--- src/rtl/seq_divider_restoring_pkg.sv ---
// Shared types and sizing helpers for the restoring divider.
package seq_divider_restoring_pkg;

   typedef enum logic [1:0] {
      S_IDLE = 2'd0,
      S_RUN  = 2'd1,
      S_DONE = 2'd2
   } state_t;

   function automatic int unsigned clog2(input int unsigned v);
      int unsigned r;
      r = 0;
      for (int unsigned i = 0; i < 32; i++) begin
         if ((32'd1 << i) < v) r = i + 1;
      end
      return r;
   endfunction

   // Iteration counter must hold the value W itself.
   function automatic int unsigned count_width(input int unsigned w);
      return clog2(w + 1);
   endfunction

endpackage

--- src/rtl/seq_divider_restoring_if.sv ---
// Start/done request bus between the ALU controller and the divider.
interface seq_divider_restoring_if #(
   parameter int unsigned W = 8
);
   logic         start;
   logic [W-1:0] dividend;
   logic [W-1:0] divisor;
   logic         busy;
   logic         done;
   logic [W-1:0] quotient;
   logic [W-1:0] remainder;
   logic         div_zero;

   modport master (
      output start, dividend, divisor,
      input  busy, done, quotient, remainder, div_zero
   );

   modport slave (
      input  start, dividend, divisor,
      output busy, done, quotient, remainder, div_zero
   );
endinterface

--- src/rtl/seq_divider_restoring_adder_rca.sv ---
// Ripple-carry adder; subtraction is obtained by passing ~y with cin=1.
module adder_rca #(
   parameter int unsigned N = 8
) (
   input  logic [N-1:0] a,
   input  logic [N-1:0] b,
   input  logic         cin,
   output logic [N-1:0] sum,
   output logic         cout
);
   logic [N:0] c;

   always_comb begin
      c    = '0;
      sum  = '0;
      c[0] = cin;
      for (int unsigned i = 0; i < N; i++) begin
         sum[i]   = a[i] ^ b[i] ^ c[i];
         c[i + 1] = (a[i] & b[i]) | (c[i] & (a[i] ^ b[i]));
      end
      cout = c[N];
   end
endmodule

--- src/rtl/seq_divider_restoring.sv ---
// Multi-cycle unsigned restoring divider: one trial subtraction per clock.
module seq_divider_restoring
   import seq_divider_restoring_pkg::*;
#(
   parameter int unsigned W = 8
) (
   input logic                  clk,
   input logic                  rst,
   seq_divider_restoring_if.slave bus
);
   localparam int unsigned CW = count_width(W);

   state_t        state_q, state_d;
   logic [CW-1:0] count_q, count_d;
   logic [W:0]    a_q, a_d;
   logic [W-1:0]  q_q, q_d;
   logic [W-1:0]  m_q, m_d;
   logic [W-1:0]  quotient_q, quotient_d;
   logic [W-1:0]  remainder_q, remainder_d;
   logic          div_zero_q, div_zero_d;

   logic [W:0]    a_sh, trial, a_next;
   logic [W-1:0]  q_next;
   logic          trial_cout;

   assign a_sh = {a_q[W-1:0], q_q[W-1]};

   adder_rca #(.N(W + 1)) u_trial_sub (
      .a    (a_sh),
      .b    (~{1'b0, m_q}),
      .cin  (1'b1),
      .sum  (trial),
      .cout (trial_cout)
   );

   // Negative trial means the divisor did not fit: keep the shifted value.
   assign a_next = trial[W] ? a_sh : trial;
   assign q_next = {q_q[W-2:0], ~trial[W]};

   always_comb begin
      state_d     = state_q;
      count_d     = count_q;
      a_d         = a_q;
      q_d         = q_q;
      m_d         = m_q;
      quotient_d  = quotient_q;
      remainder_d = remainder_q;
      div_zero_d  = div_zero_q;
      case (state_q)
         S_IDLE, S_DONE: begin
            state_d = S_IDLE;
            if (bus.start) begin
               a_d     = '0;
               q_d     = bus.dividend;
               m_d     = bus.divisor;
               count_d = CW'(W);
               if (bus.divisor == '0) begin
                  state_d     = S_DONE;
                  quotient_d  = '1;
                  remainder_d = bus.dividend;
                  div_zero_d  = 1'b1;
               end else begin
                  state_d = S_RUN;
               end
            end
         end
         S_RUN: begin
            a_d     = a_next;
            q_d     = q_next;
            count_d = count_q - CW'(1);
            if (count_q == CW'(1)) begin
               state_d     = S_DONE;
               quotient_d  = q_next;
               remainder_d = a_next[W-1:0];
               div_zero_d  = 1'b0;
            end
         end
         default: state_d = S_IDLE;
      endcase
   end

   always_ff @(posedge clk) begin
      if (rst) begin
         state_q <= S_IDLE;
         count_q <= '0;
      end else begin
         state_q <= state_d;
         count_q <= count_d;
      end
   end

   always_ff @(posedge clk) begin
      if (rst) begin
         a_q         <= '0;
         q_q         <= '0;
         m_q         <= '0;
         quotient_q  <= '0;
         remainder_q <= '0;
         div_zero_q  <= 1'b0;
      end else begin
         a_q         <= a_d;
         q_q         <= q_d;
         m_q         <= m_d;
         quotient_q  <= quotient_d;
         remainder_q <= remainder_d;
         div_zero_q  <= div_zero_d;
      end
   end

   assign bus.busy      = (state_q == S_RUN);
   assign bus.done      = (state_q == S_DONE);
   assign bus.quotient  = quotient_q;
   assign bus.remainder = remainder_q;
   assign bus.div_zero  = div_zero_q;
endmodule

--- src/flat_wrapper.sv ---
// flat-port wrapper written by rule: the top's interface ports become plain ports
module seq_divider_restoring_flat import seq_divider_restoring_pkg::*;
#(
   parameter int unsigned W = 8
)
  (clk, rst, bus_start, bus_dividend, bus_divisor, bus_busy, bus_done, bus_quotient, bus_remainder, bus_div_zero);
  seq_divider_restoring_if #(.W(W)) bus_i ();
  input logic clk;
  input logic rst;
  input wire logic [$bits(bus_i.start)-1:0] bus_start;
  input wire logic [$bits(bus_i.dividend)-1:0] bus_dividend;
  input wire logic [$bits(bus_i.divisor)-1:0] bus_divisor;
  output wire logic [$bits(bus_i.busy)-1:0] bus_busy;
  output wire logic [$bits(bus_i.done)-1:0] bus_done;
  output wire logic [$bits(bus_i.quotient)-1:0] bus_quotient;
  output wire logic [$bits(bus_i.remainder)-1:0] bus_remainder;
  output wire logic [$bits(bus_i.div_zero)-1:0] bus_div_zero;
  assign bus_i.start = bus_start;
  assign bus_i.dividend = bus_dividend;
  assign bus_i.divisor = bus_divisor;
  assign bus_busy = bus_i.busy;
  assign bus_done = bus_i.done;
  assign bus_quotient = bus_i.quotient;
  assign bus_remainder = bus_i.remainder;
  assign bus_div_zero = bus_i.div_zero;
  seq_divider_restoring #(.W(W)) u_core (.clk(clk), .rst(rst), .bus(bus_i));
endmodule
--- config.mk ---
export PLATFORM = sky130hd
export DESIGN_NAME = seq_divider_restoring_flat
export DESIGN_NICKNAME = d
export VERILOG_FILES = /design/src/rtl/seq_divider_restoring_pkg.sv /design/src/rtl/seq_divider_restoring_if.sv /design/src/rtl/seq_divider_restoring_adder_rca.sv /design/src/rtl/seq_divider_restoring.sv /design/src/flat_wrapper.sv
export SDC_FILE = /design/constraint.sdc
export NUM_CORES = 1
export LEC_CHECK = 0
export ABC_CLOCK_PERIOD_IN_PS = 7600
export BUFFER_PORTS_ARGS = -buffer_cell sky130_fd_sc_hd__buf_2
export CORE_MARGIN = 1.5
export CORE_UTILIZATION = 41
export CTS_BUF_LIST = sky130_fd_sc_hd__clkbuf_4
export DETAILED_ROUTE_END_ITERATION = 7
export SLEW_MARGIN = 0
export SYNTH_ARGS = -nofsm -noshare
export SYNTH_HDL_FRONTEND = slang
export SYNTH_SLANG_ARGS = --single-unit
--- constraint.sdc ---
create_clock -name clk -period 7.6 [get_ports clk]
set_input_delay 1.52 -clock clk [delete_from_list [all_inputs] [get_ports clk]]
set_output_delay 1.52 -clock clk [all_outputs]
set_load 0.1 [all_outputs]
Word-level counts from Yosys, hierarchy flattened
Cells that the tools add are included.

Input port bits: 19. Logic and storage cells: 88. Output and inout port bits: 19. Flip-flop bits (word level): 47.

Reduce and logical (&&, ||, !) cells: 7. Bitwise gates (word level): 43. Muxes and demuxes: 23. $add $sub $neg: 1. Eq/ne operators: 6.

Operator list (count): 8-bit 2-to-1 mux (9); 8-bit one-hot mux with 2 select lines (4); 1-bit bitwise XOR (17); 1-bit AND (15); 8-bit NOT with 9-bit output (1); 8-bit zero test (1); 1-bit bitwise OR (8); 4-bit one-hot mux with 2 select lines (1); 2-bit 2-to-1 mux (3); 4-bit by 1-bit == test with 1-bit output, second input constant (1); 4-bit 2-to-1 mux (1); 2-bit by 1-bit != test with 1-bit output, second input constant (2); 2-bit one-hot mux with 2 select lines (1); 2-bit AND reduction (2); 4-bit AND reduction (1); 4-bit by 1-bit subtractor with 4-bit output, second input constant (1); 1-bit 2-to-1 mux (3); 2-bit by 1-bit == test with 1-bit output, second input constant (1); 2-bit == test, second input constant (1); 2-bit zero test (1); 2-bit != test, second input constant (1); 1-bit NOT (2); 1-bit one-hot mux with 2 select lines (1); 2-bit nonzero test (1); 2-bit OR reduction (1).

Logic depth before layout (Yosys ltp)
Gate-level depths: netlist (run 1).

Depth after elaboration: 21. Depth in mapped cells: 17. Mapped depth without buffers: 16.

Hierarchy
Synthesis (run 1) repeated with hierarchy kept, for this count alone.

Cells, all modules: 255. Area, all modules: 2194.6 µm².

By module, submodules not included: seq_divider_restoring (seq. area each 940.9 µm², cells an instance 236, area an instance 1976.9 µm², instances 1); adder_rca (seq. area each 0.0 µm², cells an instance 19, area an instance 217.7 µm², instances 1).

Worst setup path after synthesis (run 1)
OpenSTA, ideal clock, no wires.

Path type: reg2reg. Start point: register u_core.q_q[7]. End point: register u_core.remainder_q[2], in the netlist u_core.bus.remainder[2]. Setup time: 0.074 ns. Data required time: 7.526 ns. Stages on the path, launching flop included: 17. Setup slack: 3.869 ns. Period minus slack after synthesis: 3.731 ns. Arrival time: 3.657 ns. Buffers on the path: 1. Cell sequence: dfxtp_1 > inv_1 > ha_1 > inv_1 > fa_1 > inv_1 > fa_1 > fa_1 > fa_1 > inv_1 > fa_1 > fa_1 > fa_1 > xor2_1 > clkbuf_1 > o211ai_1 > a31oi_2.

Longest elaborated chain between the ends: 20. Elaborated cells on any way between the ends: 22. Those cells by class: 3 x mux; 19 x bitwise.

Ends and longest elaborated chain: start, declared (RTL line seq_divider_restoring.sv:16) `logic [W-1:0] q_q, q_d;`; start signal, assigned (RTL line seq_divider_restoring.sv:102) `q_q <= q_d;`; 1-bit AND / 1-bit bitwise XOR (equally long branches) (RTL line seq_divider_restoring_adder_rca.sv:19) `c[i + 1] = (a[i] & b[i]) | (c[i] & (a[i] ^ b[i]));`; 1-bit bitwise OR (*) (RTL line seq_divider_restoring_adder_rca.sv:19); 1-bit AND (*) (RTL line seq_divider_restoring_adder_rca.sv:19); 1-bit bitwise OR (*) (RTL line seq_divider_restoring_adder_rca.sv:19); 1-bit AND (RTL line seq_divider_restoring_adder_rca.sv:19); 1-bit bitwise OR (RTL line seq_divider_restoring_adder_rca.sv:19); 1-bit AND (RTL line seq_divider_restoring_adder_rca.sv:19); 1-bit bitwise OR (RTL line seq_divider_restoring_adder_rca.sv:19); [4 not listed]; 1-bit AND (RTL line seq_divider_restoring_adder_rca.sv:19); 1-bit bitwise OR (RTL line seq_divider_restoring_adder_rca.sv:19); 1-bit AND (RTL line seq_divider_restoring_adder_rca.sv:19); 1-bit bitwise OR (RTL line seq_divider_restoring_adder_rca.sv:19); 1-bit bitwise XOR (RTL line seq_divider_restoring_adder_rca.sv:18) `sum[i] = a[i] ^ b[i] ^ c[i];`; 8-bit 2-to-1 mux (*) (RTL line seq_divider_restoring.sv:37) `assign a_next = trial[W] ? a_sh : trial;`; 8-bit 2-to-1 mux (*) (RTL line seq_divider_restoring.sv:71) `if (count_q == CW'(1)) begin`; 8-bit one-hot mux with 2 select lines (*) (RTL line seq_divider_restoring.sv:49) `case (state_q)`; end signal, assigned (RTL line seq_divider_restoring.sv:105) `remainder_q <= remainder_d;`; end, declared (RTL line seq_divider_restoring.sv:19) `logic [W-1:0] remainder_q, remainder_d;`.

Mark *: on every way between the ends. The rest lies on a longest branch, timed or not. The select of a mux whose other input is x is not followed. A chain may end at the register's enable or synchronous reset.

Worst setup path in the final report (run 1)
Start point: register u_core.state_q[1]. End point: output bus_busy.

Longest elaborated chain between the ends: 1.

Ends and longest elaborated chain: start, declared (RTL line seq_divider_restoring.sv:13) `state_t state_q, state_d;`; start signal, assigned (RTL line seq_divider_restoring.sv:87) `state_q <= state_d;`; 2-bit by 1-bit == test with 1-bit output (RTL line seq_divider_restoring.sv:110) `assign bus.busy = (state_q == S_RUN);`; end, declared (RTL line flat_wrapper.sv:13) `output wire logic [$bits(bus_i.busy)-1:0] bus_busy;`.

Every way passes these cells.

==> results.txt, run 1 <==
Register share of total power: 48.7%
Routed wl met2: 2490 um
Ant diodes: 0
Die W: 76.0 um
Root Buffer: clkbuf_4
Total gr overflow: 0
Crit-path cells: nand2b_1 > inv_1 > buf_2
WP data required: 6.08 ns
Synthesized instance count: 242
Num ports: 38
Synth cell types: 34
Pre-Repair DR Iteration Count: 4
Vias in the first global route: 1773
DP HPWL: 3450 um
Worst vdd ir: 0.0735 mV
Layout cells sized above 1: 22.7%
Final min period: 4.04 ns
Worst slew pin tran: 0.875 ns
FP Rows: 26
Most common cell after layout, fill and taps aside: dfxtp_1
Die Area: 5780 um2
Max incr delay on CP: 0.74 ns
Final Cell Area: 2450 um2
DR vias/cell: 5.37
Hold Crit Class: reg2reg
Max Used Layer: met4
Remaining DRCs: 0
P_leak: 0.00104 uW
Max clock buf depth: 2
PD cells: 233 nW/um2
RSZ-0062 raised after global routing: no
Crit end category: primary output
Crit path buffers/inverters: 2
Mapped Nets: 271
Placed Area: 2370 um2
Most frequent cells in the layout: dfxtp_1, nand2_1, buf_2, a21oi_1, inv_1
CP max stage cell: inv_1
Core Area: 5110 um2
Clk pin slew, worst setup/hold paths: 0.14 ns
Wl on met1: 2280 um
Die H: 76.0 um
Worst hold slack: 0.464 ns
Worst skew pair latency: 0.36 ns
Starting DRT DRC Count: 89
Final setup viols: 0
Initial antenna violation count: 0
Max transition margin: 41.6%
Clock sink count: 47
Via count: 1820
Num CTS Buffers: 5
Setup CP Type: reg2out
Status: complete, no violations
Initial core utilization: 42.8%
Pin count of the biggest net entering global routing: 36
Mapped cell area: 2180 um2
Fin. max-slew vios: 0
Highest clock rate: 247 MHz
Synth-to-Final Area Change: 12.1%
Level count of the clock H-tree: 2
Critical Path Start Type: register
PortBufs: 37
WL final: 5060 um
Delay-heaviest family, CP: buffers and inverters
Sw frac: 33.0%
Sequential fraction of the synthesis area: 43.1%
CTS resizes: 0
Logic pwr share: 25.4%
Layout Nets: 297
Met3 WL: 215 um
Clock power share: 25.9%
Synth Warn #: 0
Hold Buf Count CTS: 0
Sw power: 188 uW
Setup Buffers After CTS: 0
TritonCTS clock tree: yes
Worst EP arrival: 2.52 ns
Fin cells: 339
TNS Setup: 0 ns
Max-cap violation count: 0
DRT antenna net count: 0
Worst-path maximum fanout: 23
Tot GR Track Use: 18.6%
Hold Fails Final Rpt: 0
Inst Count DP: 331
Routability Congestion: 0.795
Worst clock skew: 0.0135 ns
Wire per inst: 14.9 um
Post-layout util: 47.9%
First-pass GRT wire length: 8560 um
Synth Register Bits: 47
Period Utilization, post-route: 53.2%
P_int: 382 uW
Post-synthesis average cell area: 9.03 um2
path summary, 6_finish.rpt:
| path | to | slack [ns] | cells past startpoint | startpoint |
|---|---|---|---|---|
| max | bus_busy | 3.56 | 3 | u_core.state_q[1] |
| min | u_core.m_q[6] | 0.46 | 2 | u_core.m_q[6] |
| max reg2reg | u_core.bus.remainder[5] | 3.80 | 17 | u_core.q_q[7] |
| min reg2reg | u_core.m_q[6] | 0.46 | 2 | u_core.m_q[6] |
per-layer routing:
| layer | up-vias | GRT usage (%) |
|---|---|---|
| met2 | 43 | 32.0 |
| met4 | 0 | 5.56 |
| met1 | 877 | 22.9 |
| met3 | 8 | 4.79 |
| li1 | 892 | - |
| met5 | - | 0 |
synth_stat cells:
library cell | instances | area (um2)
dfxtp_1 | 47 | 941
xor2_1 | 1 | 8.76
nor2b_1 | 2 | 12.5
a31o_1 | 4 | 35.0
nand3_1 | 2 | 10.0
mux2i_1 | 4 | 40.0
or2_2 | 1 | 6.26
o21ai_0 | 4 | 20.0
o221a_2 | 8 | 90.1
or2_1 | 1 | 6.26
a31oi_2 | 4 | 50.1
buf_6 | 3 | 33.8
nor2_1 | 16 | 60.1
ha_1 | 3 | 37.5
a221oi_2 | 2 | 30.0
clkbuf_1 | 15 | 56.3
a221oi_1 | 2 | 17.5
or3b_1 | 1 | 8.76
a21oi_1 | 20 | 100
buf_2 | 2 | 10.0
o2bb2a_1 | 1 | 10.0
nand2_1 | 46 | 173
a311oi_1 | 7 | 61.3
a211oi_1 | 1 | 7.51
nand2b_1 | 3 | 18.8
o211ai_1 | 4 | 30.0
a41o_1 | 4 | 40.0
o211a_1 | 1 | 10.0
a22oi_1 | 1 | 7.51
inv_1 | 19 | 71.3
nor4_1 | 3 | 18.8
fa_1 | 7 | 140
nor3_1 | 1 | 5.00
a2bb2oi_1 | 2 | 17.5
kinds of logic (layout without fill, tap and decap cells):
logic type	Yosys count	after routing	synth area share (%)
fa+ha+maj	10	10	8.13
mux	4	4	1.83
buf+inv	39	66	7.85
xor+xnor	1	1	0.401
compound gates	65	65	24.1
flops	47	47	43.1
simple gates	76	76	14.6
power groups by stage:
stage | clock network, uW | registers (uW) | logic (uW)
2_1_floorplan | 0 | 298 | 96.5
5_1_grt | 161 | 280 | 162
6_report | 148 | 278 | 145
4_1_cts | 153 | 278 | 146
3_3_place_gp | 0 | 283 | 144
3_5_place_dp | 0 | 283 | 146
sequential cells by signal (all words and copies together), names as in the netlist:
name and cells:
u_core.a_q 8, u_core.bus.div_zero 1, u_core.q_q 8, u_core.bus.remainder 8, u_core.bus.quotient 8, u_core.state_q 2
u_core.m_q 8, u_core.count_q 4
final cells by class:
type                    count  area, um2
flip-flops and latches     47        941
fillers                   529       2660
multi-input cells         156       1070
well taps                  70       87.6
clock inverters             3       38.8
inverters                  19       71.3
repair buffers             39        200
clock buffers               5       37.5
worst register-to-register path: stages, from the launching register on:
cell and delay (ns):
dfxtp_1 0.35, inv_1 0.05, ha_1 0.13, inv_1 0.04
fa_1 0.35, inv_1 0.08, fa_1 0.19, fa_1 0.18
fa_1 0.16, inv_1 0.05, fa_1 0.37, fa_1 0.39
fa_1 0.38, xor2_1 0.14, buf_4 0.23, mux2i_1 0.28
a221oi_1 0.12, a41o_1 0.25
through the flow:
stage	setup WS (ns)	power [uW]
6_report	3.56	570
5_1_grt	3.40	604
4_1_cts	3.56	577
3_5_place_dp	3.78	429
3_3_place_gp	3.93	427
2_1_floorplan	3.87	394
(Power assumes the default switching activity.)
==> inputs of run 2 (changes only) <==
--- a/config.mk
+++ b/config.mk
@@ -5,7 +5,7 @@
 export SDC_FILE = /design/constraint.sdc
 export NUM_CORES = 1
 export LEC_CHECK = 0
-export ABC_CLOCK_PERIOD_IN_PS = 7600
+export ABC_CLOCK_PERIOD_IN_PS = 3800
 export BUFFER_PORTS_ARGS = -buffer_cell sky130_fd_sc_hd__buf_2
 export CORE_MARGIN = 1.5
 export CORE_UTILIZATION = 41
==> constraint.sdc (replaced) <==
create_clock -name clk -period 3.8 [get_ports clk]
set_input_delay 0.76 -clock clk [delete_from_list [all_inputs] [get_ports clk]]
set_output_delay 0.76 -clock clk [all_outputs]
set_load 0.1 [all_outputs]
==> run 2 against run 1 <==
Flip-flop and latch count unchanged; count of clock-buffer cells in the layout unchanged; combinational power rose to 2.7 times the previous value; wire length up 0.53%; critical endpoint is now u_core.bus.remainder[6].
==> results.txt, run 2 (synthesis gave the netlist of run 1 again) <==
Crit path buffers/inverters: 5
CP max stage cell: fa_2
Register share of total power: 44.4%
Hold Crit Class: reg2reg
Via count: 1814
Reg2reg start: u_core.q_q[7]
Crit end category: register
Worst Reg-to-Reg Cells: 17
Die W: 76.0 um
Tot GR Track Use: 17.6%
Crit-path cells: inv_1 > ha_1 > inv_1 > fa_2 > inv_2 > fa_2 > fa_2 > fa_2 > inv_2 > fa_2 > fa_2 > fa_2 > xor2_1 > buf_6 > mux2i_4 > a221oi_2 > a41o_1
Num ports: 38
WP data required: 4.07 ns
Max incr delay on CP: 0.40 ns
Starting DRT DRC Count: 117
Worst hold path cell count: 2
Pre-Repair DR Iteration Count: 4
Num CTS Buffers: 5
Clock power share: 25.1%
Hold_sp: u_core.m_q[7]
Fillers: 519
First-pass GRT wire length: 8140 um
Delay-heaviest family, CP: adder cells
WL final: 5090 um
Instance count on the critical path: 17
Logic pwr share: 30.6%
Placed Area: 2410 um2
FP Rows: 26
Routability Congestion: 0.755
DR vias/cell: 5.24
Setup CP Type: reg2reg
Remaining DRCs: 0
Core Area: 5110 um2
Final setup viols: 0
Pre-CTS setup slack: 0.0453 ns
Max transition margin: 39.4%
Worst EP arrival: 3.91 ns
Reg-to-Reg End: u_core.bus.remainder[6]
Fin. max-slew vios: 0
Final Cell Area: 2590 um2
Critical Path Start Type: register
DRT antenna net count: 0
Final Power: 1260 uW
Clk pin slew, worst setup/hold paths: 0.14 ns
Highest clock rate: 274 MHz
Multi-input combinational cell area: 1150 um2
Initial antenna violation count: 0
Vias in the first global route: 1696
Status: complete, no violations
Level count of the clock H-tree: 2
Final min period: 3.65 ns
Hold Fails Final Rpt: 0
Final setup margin: 0.153 ns
Seq. cell area: 942 um2
Die H: 76.0 um
Sw frac: 33.7%
Worst slew pin tran: 0.909 ns
Worst skew pair latency: 0.37 ns
Clock sink count: 47
P_leak: 0.00107 uW
WHS Endpoint: u_core.m_q[7]
Max-cap violation count: 0
Worst R2R Setup Slack: 0.15 ns
Sw power: 424 uW
PortBufs: 37
Ant diodes: 0
Max clock buf depth: 2
Layout cells sized above 1: 30.8%
Worst hold slack: 0.468 ns
Worst-path maximum fanout: 6
Root Buffer: clkbuf_4
Total gr overflow: 0
Most frequent cells in the layout: nand2_1, dfxtp_1, buf_2, a21oi_1, inv_1
Initial core utilization: 42.8%
Layout Nets: 304
Worst clock skew: 0.0158 ns
Hold Buf Count CTS: 0
Worst vdd ir: 0.273 mV
Synth-to-Final Area Change: 18.8%
Most used cell, CP: fa_2
Die Area: 5780 um2
P_int: 834 uW
DP HPWL: 3500 um
Pin count of the biggest net entering global routing: 35
Wire per inst: 14.7 um
Period Utilization, post-route: 96.0%
PD cells: 485 nW/um2
TritonCTS clock tree: yes
==> run 2: worst max path at each step <==
stage / from / to / slack [ns]
finish: u_core.q_q[7] / u_core.bus.remainder[6] / 0.15
global route: u_core.q_q[7] / u_core.bus.remainder[6] / -0.002
CTS: u_core.q_q[7] / u_core.bus.remainder[6] / 0.03
detailed placement: u_core.q_q[7] / u_core.bus.remainder[1] / 0.05
global placement: u_core.q_q[7] / u_core.bus.remainder[5] / 0.12
floorplan: u_core.q_q[7] / u_core.bus.remainder[2] / 0.07
==> run 2: tightest hold or removal path, cell delays in order, from the launching register on <==
cell	delay [ns]
dfxtp_1	0.34
nand2_1	0.05
a21oi_1	0.05
==> run 2: metal layers <==
metal  routed length (um)  global-route usage (%)  vias up
li1                     -                       -      913
met1                 2410                    22.9      852
met2                 2410                    28.9       40
met3                  202                    4.07        9
met4                   69                    5.93        0
met5                    0                       0        -
==> run 2: repair_timing <==
item | 4_1_cts | 5_1_grt
resized for setup | 0 | 21
buffers inserted | 0 | 2
endpoints found under the setup margin | 0 | 9
==> run 2: metrics by stage <==
step	utilization [%]	cells	TNS, ns
2_1_floorplan	-	242	0
3_3_place_gp	47.2	336	0
3_5_place_dp	47.2	336	0
4_1_cts	48.8	344	0
5_1_grt	50.8	346	-0.00203
6_report	50.8	346	0
==> run 2: layout make-up <==
type,instances,share of cell area (%)
well taps,70,3.38
repair buffers,46,9.88
clock buffers,5,1.45
multi-input cells,156,44.4
flip-flops and latches,47,36.3
inverters,19,2.75
clock inverters,3,1.83
==> run 2: power by group through the flow <==
| stage | registers, uW | clock network, uW | logic (uW) |
|---|---|---|---|
| CTS | 555 | 321 | 298 |
| global placement | 565 | 0 | 292 |
| finish | 558 | 315 | 385 |
| detailed placement | 566 | 0 | 297 |
| floorplan | 596 | 0 | 193 |
| global route | 563 | 343 | 418 |
==> inputs of run 3 (changes only) <==
--- a/config.mk
+++ b/config.mk
@@ -11,7 +11,8 @@
 export CORE_UTILIZATION = 41
 export CTS_BUF_LIST = sky130_fd_sc_hd__clkbuf_4
 export DETAILED_ROUTE_END_ITERATION = 7
-export SLEW_MARGIN = 0
+export RECOVER_POWER = 100
+export SLEW_MARGIN = 20
 export SYNTH_ARGS = -nofsm -noshare
 export SYNTH_HDL_FRONTEND = slang
 export SYNTH_SLANG_ARGS = --single-unit
==> run 3 against run 2 <==
Critical endpoint is now u_core.bus.remainder[0]; largest power group unchanged; sequential power hardly changed; final cell count unchanged; wire length grew 0.69%; combinational power about the same; fmax hardly changed; flip-flop and latch count did not move; setup slack worse by 0.0028 ns; count of clock-buffer cells in the layout did not move; highest routed layer unchanged; clock power about the same; register-to-register slack is essentially flat; critical path depth stayed put.
==> results.txt, run 3 (synthesis gave the netlist of run 1 again) <==
Worst R2R Setup Slack: 0.15 ns
Fillers: 526
Worst clock skew: 0.0148 ns
WL final: 5120 um
Critical Path Start Type: register
Worst EP arrival: 3.90 ns
Total gr overflow: 0
Pre-Repair DR Iteration Count: 4
Fin. max-slew vios: 0
DP HPWL: 3500 um
Status: complete, no violations
Root Buffer: clkbuf_4
Level count of the clock H-tree: 2
Die Area: 5780 um2
Vias in the first global route: 1696
CP max stage cell: fa_2
Hold Fails Final Rpt: 0
Final Power: 1260 uW
PD cells: 489 nW/um2
Worst skew pair latency: 0.37 ns
Setup CP Type: reg2reg
Reg2reg start: u_core.q_q[7]
Crit-path cells: inv_1 > ha_1 > inv_1 > fa_2 > inv_2 > fa_2 > fa_2 > fa_2 > inv_2 > fa_2 > fa_2 > fa_2 > xor2_1 > buf_6 > buf_4 > o211ai_1 > a31oi_2
Max-cap violation count: 0
Tot GR Track Use: 17.6%
Logic pwr share: 30.5%
Most frequent cells in the layout: nand2_1, dfxtp_1, a21oi_1, clkbuf_1, buf_2
Inst Count DP: 336
Max incr delay on CP: 0.40 ns
Worst hold path cell count: 2
Starting DRT DRC Count: 129
Final min period: 3.65 ns
Layout Nets: 304
Worst Setup EP: u_core.bus.remainder[0]
P_int: 833 uW
Synth-to-Final Area Change: 17.7%
Ant diodes: 0
Clk pin slew, worst setup/hold paths: 0.15 ns
Clock sink count: 47
WP data required: 4.05 ns
Sw frac: 33.7%
Pin count of the biggest net entering global routing: 35
Max clock buf depth: 2
DRT antenna net count: 0
Sw power: 424 uW
Worst slew pin tran: 1.18 ns
Hold Crit Class: reg2reg
Worst setup startpoint: u_core.q_q[7]
Most used cell, CP: fa_2
Routability Congestion: 0.755
Layout cells sized above 1: 23.9%
Initial core utilization: 42.8%
Crit end category: register
Core Area: 5110 um2
Num ports: 38
P_leak: 0.000989 uW
Fin cells: 346
Hold Buf Count CTS: 0
Final setup viols: 0
TritonCTS clock tree: yes
Remaining DRCs: 0
Wire per inst: 14.8 um
Delay-heaviest family, CP: adder cells
Initial antenna violation count: 0
Register share of total power: 44.4%
DR vias/cell: 5.27
Clock power share: 25.1%
PortBufs: 37
Via count: 1823
Max transition margin: 21.9%
Instance count on the critical path: 17
Crit path buffers/inverters: 6
Num CTS Buffers: 5
Worst-path maximum fanout: 8
Die W: 76.0 um
Worst vdd ir: 0.274 mV
Worst Reg-to-Reg Cells: 17
Period Utilization, post-route: 96.0%
Highest clock rate: 274 MHz
First-pass GRT wire length: 8140 um
Hold_sp: u_core.m_q[7]
Die H: 76.0 um
Reg-to-Reg End: u_core.bus.remainder[0]
FP Rows: 26
-- run 3: per-stage QoR --
| step | util [%] | hold slack, ns | worst slack (ns) | area [um2] | setup TNS [ns] |
|---|---|---|---|---|---|
| 6_report | 50.3 | 0.468 | 0.151 | 2570 | 0 |
| 5_1_grt | 50.3 | 0.499 | -0.00203 | 2570 | -0.00203 |
| 4_1_cts | 48.8 | 0.469 | 0.0279 | 2490 | 0 |
| 3_5_place_dp | 47.2 | 0.451 | 0.0453 | 2410 | 0 |
| 3_3_place_gp | 47.2 | 0.447 | 0.121 | 2410 | 0 |
| 2_1_floorplan | - | 0.436 | 0.0692 | 2180 | 0 |
-- run 3: worst register-to-register path, stage by stage (launching register included) --
cell and delay [ns]:
dfxtp_2 0.35, inv_1 0.05, ha_1 0.12, inv_1 0.05
fa_2 0.33, inv_2 0.06, fa_2 0.19, fa_2 0.19
fa_2 0.19, inv_2 0.04, fa_2 0.34, fa_2 0.40
fa_2 0.34, xor2_1 0.17, buf_6 0.15, buf_4 0.17
o211ai_1 0.28, a31oi_2 0.12
-- run 3: worst min-delay path by stage --
stage,slack (ns),to
2_1_floorplan,0.44,u_core.count_q[3]
3_3_place_gp,0.45,u_core.m_q[1]
3_5_place_dp,0.45,u_core.m_q[7]
4_1_cts,0.47,u_core.m_q[7]
5_1_grt,0.50,u_core.m_q[7]
6_report,0.47,u_core.m_q[7]
-- run 3: power by group through the flow --
stage	combinational, uW	sequential [uW]	clock (uW)
floorplan	193	596	0
global placement	292	565	0
detailed placement	297	566	0
CTS	298	555	321
global route	416	564	343
finish	383	558	315
-- run 3: repair_timing --
item	in CTS	in global routing
endpoints found under the setup margin	0	9
setup buffers	0	2
resized for setup	0	21
-- run 3: area by class of cell --
| class | instances | area (um2) | share of cell area [%] |
|---|---|---|---|
| flip-flops and latches | 47 | 942 | 36.6 |
| multi-input cells | 156 | 1150 | 44.8 |
| inverters | 19 | 71.3 | 2.77 |
| clock inverters | 3 | 47.5 | 1.85 |
| repair buffers | 46 | 233 | 9.05 |
| well taps | 70 | 87.6 | 3.41 |
| clock buffers | 5 | 37.5 | 1.46 |
-- run 3: layer usage --
metal	up-vias	share of wire, %	GRT usage, %
met5	-	0	0
met4	0	1.3	5.93
met3	9	4.6	4.07
met2	41	47	28.9
met1	860	47	22.9
li1	913	-	-
